--- config.mk ---
export PLATFORM = sky130hd
export DESIGN_NAME = inst_fetch_bridge_flat
export DESIGN_NICKNAME = d
export VERILOG_FILES = /design/src/rtl/inst_fetch_bridge_if.sv /design/src/rtl/inst_fetch_bridge.sv /design/src/flat_wrapper.sv
export SDC_FILE = /design/constraint.sdc
export NUM_CORES = 1
export LEC_CHECK = 0
export ABC_AREA = 1
export BUFFER_PORTS_ARGS = -buffer_cell sky130_fd_sc_hd__buf_2
export CAP_MARGIN = 20
export CORE_MARGIN = 10
export CORE_UTILIZATION = 46
export CTS_CLUSTER_SIZE = 25
export DETAILED_ROUTE_END_ITERATION = 10
export PLACE_DENSITY = 0.8
export SETUP_SLACK_MARGIN = 0.3
export SLEW_MARGIN = 0
export SYNTH_ARGS = -nofsm -noshare
export SYNTH_HDL_FRONTEND = slang
export SYNTH_SLANG_ARGS = --single-unit
--- constraint.sdc ---
create_clock -name clk -period 1.7 [get_ports clk]
set_input_delay 0.17 -clock clk [delete_from_list [all_inputs] [get_ports clk]]
set_output_delay 0.17 -clock clk [all_outputs]
set_load 0.05 [all_outputs]
--- src/rtl/inst_fetch_bridge_if.sv ---
// Fetch-bridge bus: pc_select request, instruction-SRAM handshake and fetch packet toward if_to_id.
// fetch_err exists only when FETCH_TIMEOUT_EN is defined.
interface inst_fetch_bridge_if #(
   parameter int unsigned ADDR_W = 32
);
   localparam int unsigned INST_W = 128;

   logic [ADDR_W-1:0] pc_in;
   logic              pc_valid;
   logic              stall;
   logic              flash;
   logic              sram_req;
   logic [ADDR_W-1:0] sram_addr;
   logic              sram_gnt;
   logic              sram_rvalid;
   logic [INST_W-1:0] sram_rdata;
   logic              pkt_valid;
   logic [ADDR_W-1:0] pkt_pc;
   logic [INST_W-1:0] pkt_inst;
   logic [3:0]        pkt_mask;
   logic              busy;
`ifdef FETCH_TIMEOUT_EN
   logic              fetch_err;
`endif

   // Bridge side
   modport master (
      input  pc_in, pc_valid, stall, flash, sram_gnt, sram_rvalid, sram_rdata,
      output sram_req, sram_addr, pkt_valid, pkt_pc, pkt_inst, pkt_mask, busy
`ifdef FETCH_TIMEOUT_EN
      , output fetch_err
`endif
   );

   // Surrounding pipeline and memory side
   modport slave (
      output pc_in, pc_valid, stall, flash, sram_gnt, sram_rvalid, sram_rdata,
      input  sram_req, sram_addr, pkt_valid, pkt_pc, pkt_inst, pkt_mask, busy
`ifdef FETCH_TIMEOUT_EN
      , input fetch_err
`endif
   );
endinterface

--- src/rtl/inst_fetch_bridge.sv ---
// Instruction fetch bridge: one outstanding 128-bit SRAM fetch per pc, with branch squash (flash).
// Optional watchdog on the SRAM response enabled by defining FETCH_TIMEOUT_EN.
module inst_fetch_bridge #(
   parameter int unsigned ADDR_W      = 32,
   parameter int unsigned TIMEOUT_CYC = 255
) (
   input  logic                clk,
   input  logic                rst,
   inst_fetch_bridge_if.master bus
);
   localparam int unsigned INST_W = 128;

   typedef enum logic [2:0] {
      S_IDLE,
      S_REQ,
      S_WAIT,
      S_HOLD,
      S_DROP
   } state_e;

   generate
      if (TIMEOUT_CYC < 1 || TIMEOUT_CYC > 255 || ADDR_W < 4) begin : g_bad_cfg
         $error("inst_fetch_bridge: TIMEOUT_CYC must be 1..255 and ADDR_W >= 4");
      end
   endgenerate

   state_e              state_q, state_d;
   logic [ADDR_W-1:0]   pc_q, pc_d;
   logic                pkt_valid_q;
   logic [ADDR_W-1:0]   pkt_pc_q;
   logic [INST_W-1:0]   pkt_inst_q;
   logic [3:0]          pkt_mask_q;
   logic                load_pkt;
   logic                timeout_hit;

   // Next-state logic; flash always takes priority over forward progress
   always_comb begin
      state_d  = state_q;
      pc_d     = pc_q;
      load_pkt = 1'b0;
      unique case (state_q)
         S_IDLE: begin
            if (bus.pc_valid && !bus.flash) begin
               pc_d    = bus.pc_in;
               state_d = S_REQ;
            end
         end
         S_REQ: begin
            if (bus.flash)         state_d = bus.sram_gnt ? S_DROP : S_IDLE;
            else if (bus.sram_gnt) state_d = S_WAIT;
         end
         S_WAIT: begin
            if (bus.sram_rvalid) begin
               state_d  = bus.flash ? S_IDLE : S_HOLD;
               load_pkt = !bus.flash;
            end else if (bus.flash) begin
               state_d = S_DROP;
            end else if (timeout_hit) begin
               state_d = S_IDLE;
            end
         end
         S_HOLD: begin
            if (bus.flash || !bus.stall) state_d = S_IDLE;
         end
         S_DROP: begin
            if (bus.sram_rvalid || timeout_hit) state_d = S_IDLE;
         end
         default: state_d = S_IDLE;
      endcase
   end

   always_ff @(posedge clk) begin
      if (rst) begin
         state_q     <= S_IDLE;
         pc_q        <= '0;
         pkt_valid_q <= 1'b0;
         pkt_pc_q    <= '0;
         pkt_inst_q  <= '0;
         pkt_mask_q  <= '0;
      end else begin
         state_q     <= state_d;
         pc_q        <= pc_d;
         pkt_valid_q <= (state_d == S_HOLD);
         if (load_pkt) begin
            pkt_pc_q   <= pc_q;
            pkt_inst_q <= bus.sram_rdata;
            pkt_mask_q <= 4'(4'b1111 << pc_q[3:2]);
         end
      end
   end

`ifdef FETCH_TIMEOUT_EN
   localparam int unsigned CNT_W = 8;

   logic [CNT_W-1:0] cnt_q, cnt_d;
   logic             fetch_err_q;
   logic             waiting;

   assign waiting     = (state_q == S_WAIT) || (state_q == S_DROP);
   assign timeout_hit = waiting && !bus.sram_rvalid && (cnt_q == CNT_W'(TIMEOUT_CYC - 1));

   // Counter restarts on every entry into WAIT or DROP, including WAIT->DROP
   always_comb begin
      cnt_d = cnt_q;
      if ((state_d == S_WAIT || state_d == S_DROP) && state_d != state_q) begin
         cnt_d = '0;
      end else if (waiting && !bus.sram_rvalid) begin
         cnt_d = cnt_q + CNT_W'(1);
      end
   end

   always_ff @(posedge clk) begin
      if (rst) begin
         cnt_q       <= '0;
         fetch_err_q <= 1'b0;
      end else begin
         cnt_q <= cnt_d;
         if (timeout_hit && state_d == S_IDLE) fetch_err_q <= 1'b1;
      end
   end

   assign bus.fetch_err = fetch_err_q;
`else
   assign timeout_hit = 1'b0;
`endif

   // sram_req drops in the same cycle a flash arrives, so it is decoded from the live flash input
   assign bus.sram_req  = (state_q == S_REQ) && !bus.flash;
   assign bus.sram_addr = {pc_q[ADDR_W-1:4], 4'b0000};
   assign bus.pkt_valid = pkt_valid_q;
   assign bus.pkt_pc    = pkt_pc_q;
   assign bus.pkt_inst  = pkt_inst_q;
   assign bus.pkt_mask  = pkt_mask_q;
   assign bus.busy      = (state_q != S_IDLE);
endmodule
--- src/flat_wrapper.sv ---
// flat-port wrapper written by rule: the top's interface ports become plain ports
module inst_fetch_bridge_flat 
#(
   parameter int unsigned ADDR_W      = 32,
   parameter int unsigned TIMEOUT_CYC = 255
)
  (clk, rst, bus_pc_in, bus_pc_valid, bus_stall, bus_flash, bus_sram_gnt, bus_sram_rvalid, bus_sram_rdata, bus_sram_req, bus_sram_addr, bus_pkt_valid, bus_pkt_pc, bus_pkt_inst, bus_pkt_mask, bus_busy);
  inst_fetch_bridge_if #(.ADDR_W(ADDR_W)) bus_i ();
  input  logic clk;
  input  logic rst;
  input wire logic [$bits(bus_i.pc_in)-1:0] bus_pc_in;
  input wire logic [$bits(bus_i.pc_valid)-1:0] bus_pc_valid;
  input wire logic [$bits(bus_i.stall)-1:0] bus_stall;
  input wire logic [$bits(bus_i.flash)-1:0] bus_flash;
  input wire logic [$bits(bus_i.sram_gnt)-1:0] bus_sram_gnt;
  input wire logic [$bits(bus_i.sram_rvalid)-1:0] bus_sram_rvalid;
  input wire logic [$bits(bus_i.sram_rdata)-1:0] bus_sram_rdata;
  output wire logic [$bits(bus_i.sram_req)-1:0] bus_sram_req;
  output wire logic [$bits(bus_i.sram_addr)-1:0] bus_sram_addr;
  output wire logic [$bits(bus_i.pkt_valid)-1:0] bus_pkt_valid;
  output wire logic [$bits(bus_i.pkt_pc)-1:0] bus_pkt_pc;
  output wire logic [$bits(bus_i.pkt_inst)-1:0] bus_pkt_inst;
  output wire logic [$bits(bus_i.pkt_mask)-1:0] bus_pkt_mask;
  output wire logic [$bits(bus_i.busy)-1:0] bus_busy;
  assign bus_i.pc_in = bus_pc_in;
  assign bus_i.pc_valid = bus_pc_valid;
  assign bus_i.stall = bus_stall;
  assign bus_i.flash = bus_flash;
  assign bus_i.sram_gnt = bus_sram_gnt;
  assign bus_i.sram_rvalid = bus_sram_rvalid;
  assign bus_i.sram_rdata = bus_sram_rdata;
  assign bus_sram_req = bus_i.sram_req;
  assign bus_sram_addr = bus_i.sram_addr;
  assign bus_pkt_valid = bus_i.pkt_valid;
  assign bus_pkt_pc = bus_i.pkt_pc;
  assign bus_pkt_inst = bus_i.pkt_inst;
  assign bus_pkt_mask = bus_i.pkt_mask;
  assign bus_busy = bus_i.busy;
  inst_fetch_bridge #(.ADDR_W(ADDR_W), .TIMEOUT_CYC(TIMEOUT_CYC)) u_core (.clk(clk), .rst(rst), .bus(bus_i));
endmodule
==> flow_summary.html <==
<table>
<tr><th>Metric</th><th>Value</th></tr>
<tr><th colspan="2">Die</th></tr>
<tr><td>I/O pin count</td><td>366</td></tr>
<tr><td>Core Region</td><td>0.01537 mm²</td></tr>
<tr><td>Starting density of the core</td><td>47.51%</td></tr>
<tr><td>Die width</td><td>146.0 µm</td></tr>
<tr><td>Count of standard-cell rows</td><td>45</td></tr>
<tr><td>Die height</td><td>146.0 µm</td></tr>
<tr><td>Die outline area</td><td>0.02131 mm²</td></tr>
<tr><th colspan="2">Setup path</th></tr>
<tr><td>Worst Setup Path Type</td><td>flip-flop to flip-flop</td></tr>
<tr><td>WP buf/inv</td><td>2</td></tr>
<tr><td>Endpoint kind of the worst setup timing path</td><td>flip-flop</td></tr>
<tr><td>Ordered cell list for the critical path</td><td>nor2_4, nand2_2, nor2_4, buf_8, buf_16, o21ai_0, nor2_1</td></tr>
<tr><td>Worst setup SP type</td><td>flip-flop</td></tr>
<tr><td>Top delay family on crit path</td><td>simple AND/OR/NAND/NOR gates</td></tr>
<tr><td>Maximum fanout count along the critical path</td><td>16</td></tr>
<tr><td>CP peak stage delay</td><td>370 ps</td></tr>
<tr><td>Most frequent cell on the critical path</td><td>sky130_fd_sc_hd__nor2_4</td></tr>
<tr><td>CP Data Required Time</td><td>2040 ps</td></tr>
<tr><td>Slowest-stage cell, CP</td><td>sky130_fd_sc_hd__dfxtp_4</td></tr>
<tr><td>Data arrival time of the critical path</td><td>1910 ps</td></tr>
<tr><th colspan="2">Detailed routing</th></tr>
<tr><td>Number of DRC markers after the initial detailed-route iteration</td><td>902</td></tr>
<tr><td>Antenna viol nets, final</td><td>0</td></tr>
<tr><td>WL final</td><td>36570 µm</td></tr>
<tr><td>Met3 wire length</td><td>4671 µm</td></tr>
<tr><td>Routed wire per std cell</td><td>22.12 µm</td></tr>
<tr><td>First-pass iteration count of the detailed router</td><td>5</td></tr>
<tr><td>Remaining routing DRC violations</td><td>0</td></tr>
<tr><td>Top routing layer in use</td><td>met4</td></tr>
<tr><td>Met2 Routed Length</td><td>17740 µm</td></tr>
<tr><td>Via/cell ratio</td><td>5.430</td></tr>
<tr><td>Sum of routed wire segments on met1</td><td>12270 µm</td></tr>
<tr><td>Number of vias after detailed routing</td><td>8975</td></tr>
<tr><th colspan="2">Pwr</th></tr>
<tr><td>Comb pwr share</td><td>12.0%</td></tr>
<tr><td>Power density relative to cell area</td><td>829.6 mW/mm²</td></tr>
<tr><td>Part of the total power dissipated in the clock network</td><td>40.1%</td></tr>
<tr><td>Switching fraction of total power</td><td>26.83%</td></tr>
<tr><td>Cell-internal power</td><td>7.361 mW</td></tr>
<tr><td>Total Power Consumption</td><td>10.06 mW</td></tr>
<tr><td>Leakage component of the power</td><td>6.161 nW</td></tr>
<tr><td>Maximum ir drop on the vdd rail</td><td>0.0006678 V</td></tr>
<tr><td>Register share of total power</td><td>47.9%</td></tr>
<tr><td>P_sw</td><td>2.700 mW</td></tr>
<tr><th colspan="2">Synth</th></tr>
<tr><td>Post-Synthesis Mean Instance Area</td><td>7.928 µm²</td></tr>
<tr><td>Combinational family with the most area after synthesis</td><td>simple AND/OR/NAND/NOR gates</td></tr>
<tr><td>Mux share of post-synthesis cell area</td><td>0%</td></tr>
<tr><td>Total number of yosys warnings</td><td>0</td></tr>
<tr><td>Gate Count Post-Synth</td><td>921</td></tr>
<tr><td>Post-synth cell types</td><td>21</td></tr>
<tr><td>Area share of xor/xnor cells in the synthesized design</td><td>0%</td></tr>
<tr><td>Synthesis-stage register bit count</td><td>200</td></tr>
<tr><td>Simple-gate portion of the synthesized area</td><td>21.76%</td></tr>
<tr><td>Share of the yosys chip area belonging to registers</td><td>54.83%</td></tr>
<tr><td>Mapped cell area</td><td>0.007302 mm²</td></tr>
<tr><td>Post-synthesis compound-gate area fraction</td><td>13.81%</td></tr>
<tr><td>Adder-cell share of the synthesized area</td><td>0%</td></tr>
<tr><th colspan="2">Clock network</th></tr>
<tr><td>CTS H-tree depth</td><td>4</td></tr>
<tr><td>CTS tree</td><td>built</td></tr>
<tr><td>Clock input transition at the sequential cells of the worst setup and hold paths</td><td>70 ps</td></tr>
<tr><td>Clock buffer count from CTS</td><td>17</td></tr>
<tr><td>Total clock sinks</td><td>200</td></tr>
<tr><td>Latest clock arrival within the worst-skew pair</td><td>440 ps</td></tr>
<tr><td>Worst-case clock buffer depth</td><td>2</td></tr>
<tr><td>Clock tree root driver cell</td><td>sky130_fd_sc_hd__clkbuf_16</td></tr>
<tr><th colspan="2">Worst hold path</th></tr>
<tr><td>Kind of path behind the tightest hold check</td><td>input port to flip-flop</td></tr>
<tr><th colspan="2">Global route</th></tr>
<tr><td>Number of antenna violations at the first check in global routing</td><td>9</td></tr>
<tr><td>First-pass GRT wire length</td><td>48200 µm</td></tr>
<tr><td>GR Util All Layers</td><td>28.02%</td></tr>
<tr><td>Grt ovf</td><td>0</td></tr>
<tr><td>Pin count of the biggest net entering global routing</td><td>109</td></tr>
<tr><td>Via count of the first global-routing pass</td><td>8539</td></tr>
<tr><th colspan="2">STA</th></tr>
<tr><td>Share of the clock period used by the worst path</td><td>92.22%</td></tr>
<tr><td>Worst path setup slack after routing</td><td>132.3 ps</td></tr>
<tr><td>Sum of negative setup slack</td><td>0 ps</td></tr>
<tr><td>RSZ-0062 raised after global routing</td><td>true</td></tr>
<tr><td>Count of endpoints failing hold in the final timing report</td><td>0</td></tr>
<tr><td>F_max</td><td>0.6379 GHz</td></tr>
<tr><td>Layout Skew</td><td>16.63 ps</td></tr>
<tr><td>Tmin final</td><td>1568 ps</td></tr>
<tr><td>Setup-violating endpoint count in the final report</td><td>0</td></tr>
<tr><td>Count of final max-slew check failures</td><td>0</td></tr>
<tr><th colspan="2">Status</th></tr>
<tr><td>Status</td><td>complete, no violations</td></tr>
<tr><th colspan="2">Final layout</th></tr>
<tr><td>Filler cell count</td><td>912</td></tr>
<tr><td>Fraction of layout instances using a drive strength above 1</td><td>36.78%</td></tr>
<tr><td>P&amp;R area growth vs syn</td><td>66.09%</td></tr>
<tr><td>Layout Nets</td><td>1587</td></tr>
<tr><td>Final standard cell area without fillers</td><td>0.01213 mm²</td></tr>
<tr><th colspan="2">Placement</th></tr>
<tr><td>Sum of net half-perimeters after detailed placement</td><td>17400 µm</td></tr>
<tr><td>Standard cell area after detailed placement</td><td>0.008931 mm²</td></tr>
<tr><td>Number of buffers inserted by port buffering</td><td>361</td></tr>
<tr><td>GPL Wtd Cong</td><td>0.8631</td></tr>
<tr><td>Worst slack, placed</td><td>112.1 ps</td></tr>
<tr><th colspan="2">Flow run</th></tr>
<tr><td>Maximum capacitance violations</td><td>0</td></tr>
</table>
## worst reg2reg max path: cells and delay by family (launching register included)
kind / cells / cell delay, ps
AO/OA/AOI/OAI: 1 / 150
buffers and inverters: 2 / 360
flip-flops: 1 / 370
AND/OR/NAND/NOR: 4 / 590
## cells in the mapped netlist (all sizes together)
cell    count  share of area (%)
nor2      392                 20
dfxtp     200                 55
o21ai     193                 13
buf        68                7.7
clkbuf     26                1.3
nand2      15               0.77
inv         9               0.46
a21oi       7               0.48
nand3       4               0.27
nand4       3               0.26
conb        1              0.051
nand3b      1               0.10
nor3        1              0.068
o21bai      1               0.10
## power by group through the flow
stage                     Clock (mW)  Sequential (mW)  Combinational [mW]
after floorplan                    0             4.97               0.450
after global placement             0             4.91               0.758
after detailed placement           0             4.92               0.763
after CTS                       4.00             4.81                1.07
after global routing            4.19             4.82                1.25
final                           4.04             4.82                1.20
## worst paths after layout
| kind | start | end | slack (ps) | depth (start not counted) |
|---|---|---|---|---|
| hold reg to reg | u_core.bus.pkt_mask[0]$_SDFFE_PP0P_ | u_core.bus.pkt_mask[0]$_SDFFE_PP0P_ | 450 | 2 |
| hold / removal | bus_sram_rdata[91] | u_core.bus.pkt_inst[91]$_SDFFE_PP0P_ | 10 | 3 |
| setup / recovery | u_core.state_q[0]$_SDFF_PP0_ | u_core.bus.pkt_inst[58]$_SDFFE_PP0P_ | 130 | 7 |
| setup reg to reg | u_core.state_q[0]$_SDFF_PP0_ | u_core.bus.pkt_inst[58]$_SDFFE_PP0P_ | 130 | 7 |
## cells by family after synthesis
group / after synthesis
AND/OR/NAND/NOR: 416
AO/OA/AOI/OAI: 201
flip-flops: 200
buffers and inverters: 103
other: 1
## state kept, by name (all words and copies together), names as in the netlist
name and flops:
u_core.bus.pkt_mask 4, u_core.bus.pkt_inst 128, u_core.bus.pkt_valid 1, u_core.state_q 3, u_core.pc_q 32, u_core.bus.pkt_pc 32
## placed cells by master, fill, tap and decap left out, drive strengths merged
| cell | synthesis | layout |
|---|---|---|
| buf | 68 | 400 |
| nor2 | 392 | 392 |
| dfxtp | 200 | 200 |
| o21ai | 193 | 193 |
| dlygate4sd3 | 0 | 157 |
| clkbuf | 26 | 30 |
| inv | 9 | 16 |
| nand2 | 15 | 15 |
| diode | 0 | 9 |
| a21oi | 7 | 7 |
| conb | 1 | 4 |
| nand3 | 4 | 4 |
| nand4 | 3 | 3 |
| clkinvlp | 0 | 3 |
| clkinv | 0 | 3 |
| nand3b | 1 | 1 |
| nor3 | 1 | 1 |
| o21bai | 1 | 1 |
| bufinv | 0 | 1 |
| clkdlybuf4s15 | 0 | 1 |
| bufbuf | 0 | 1 |
## through the flow
stage	util (%)	cells	hold slack, ps
2_1_floorplan	-	924	239.1
4_1_cts	74.64	1625	2.588
6_report	78.90	1653	10.24
3_3_place_gp	58.10	1419	389.9
3_5_place_dp	58.10	1419	397.8
5_1_grt	78.90	1653	18.77
## metal layers
metal,global-route usage [%],vias to the layer above
li1,-,3925
met5,0,-
met4,12.46,0
met3,11.27,167
met1,29.98,4112
met2,47.68,771
## layout make-up
| type | count | area [µm²] | share of cell area (%) |
|---|---|---|---|
| repair buffers | 570 | 4352 | 35.88 |
| diodes | 9 | 22.52 | 0.1857 |
| repair inverters | 1 | 6.256 | 0.05158 |
| well taps | 211 | 264.0 | 2.177 |
| clock inverters | 13 | 137.6 | 1.135 |
| clock buffers | 19 | 432.9 | 3.570 |
| flip-flops and latches | 200 | 4015 | 33.11 |
| multi-input cells | 621 | 2846 | 23.47 |
| inverters | 9 | 51.30 | 0.4230 |
## what timing repair did
item,in CTS,in global routing
gates resized for setup,32,105
gates cloned,8,14
setup endpoints to repair,160,178
hold buffers,157,0
pin swaps,1,21
buffers inserted,9,5
hold endpoints to repair,159,0
No activity file was read; power rests on OpenSTA's default activity.
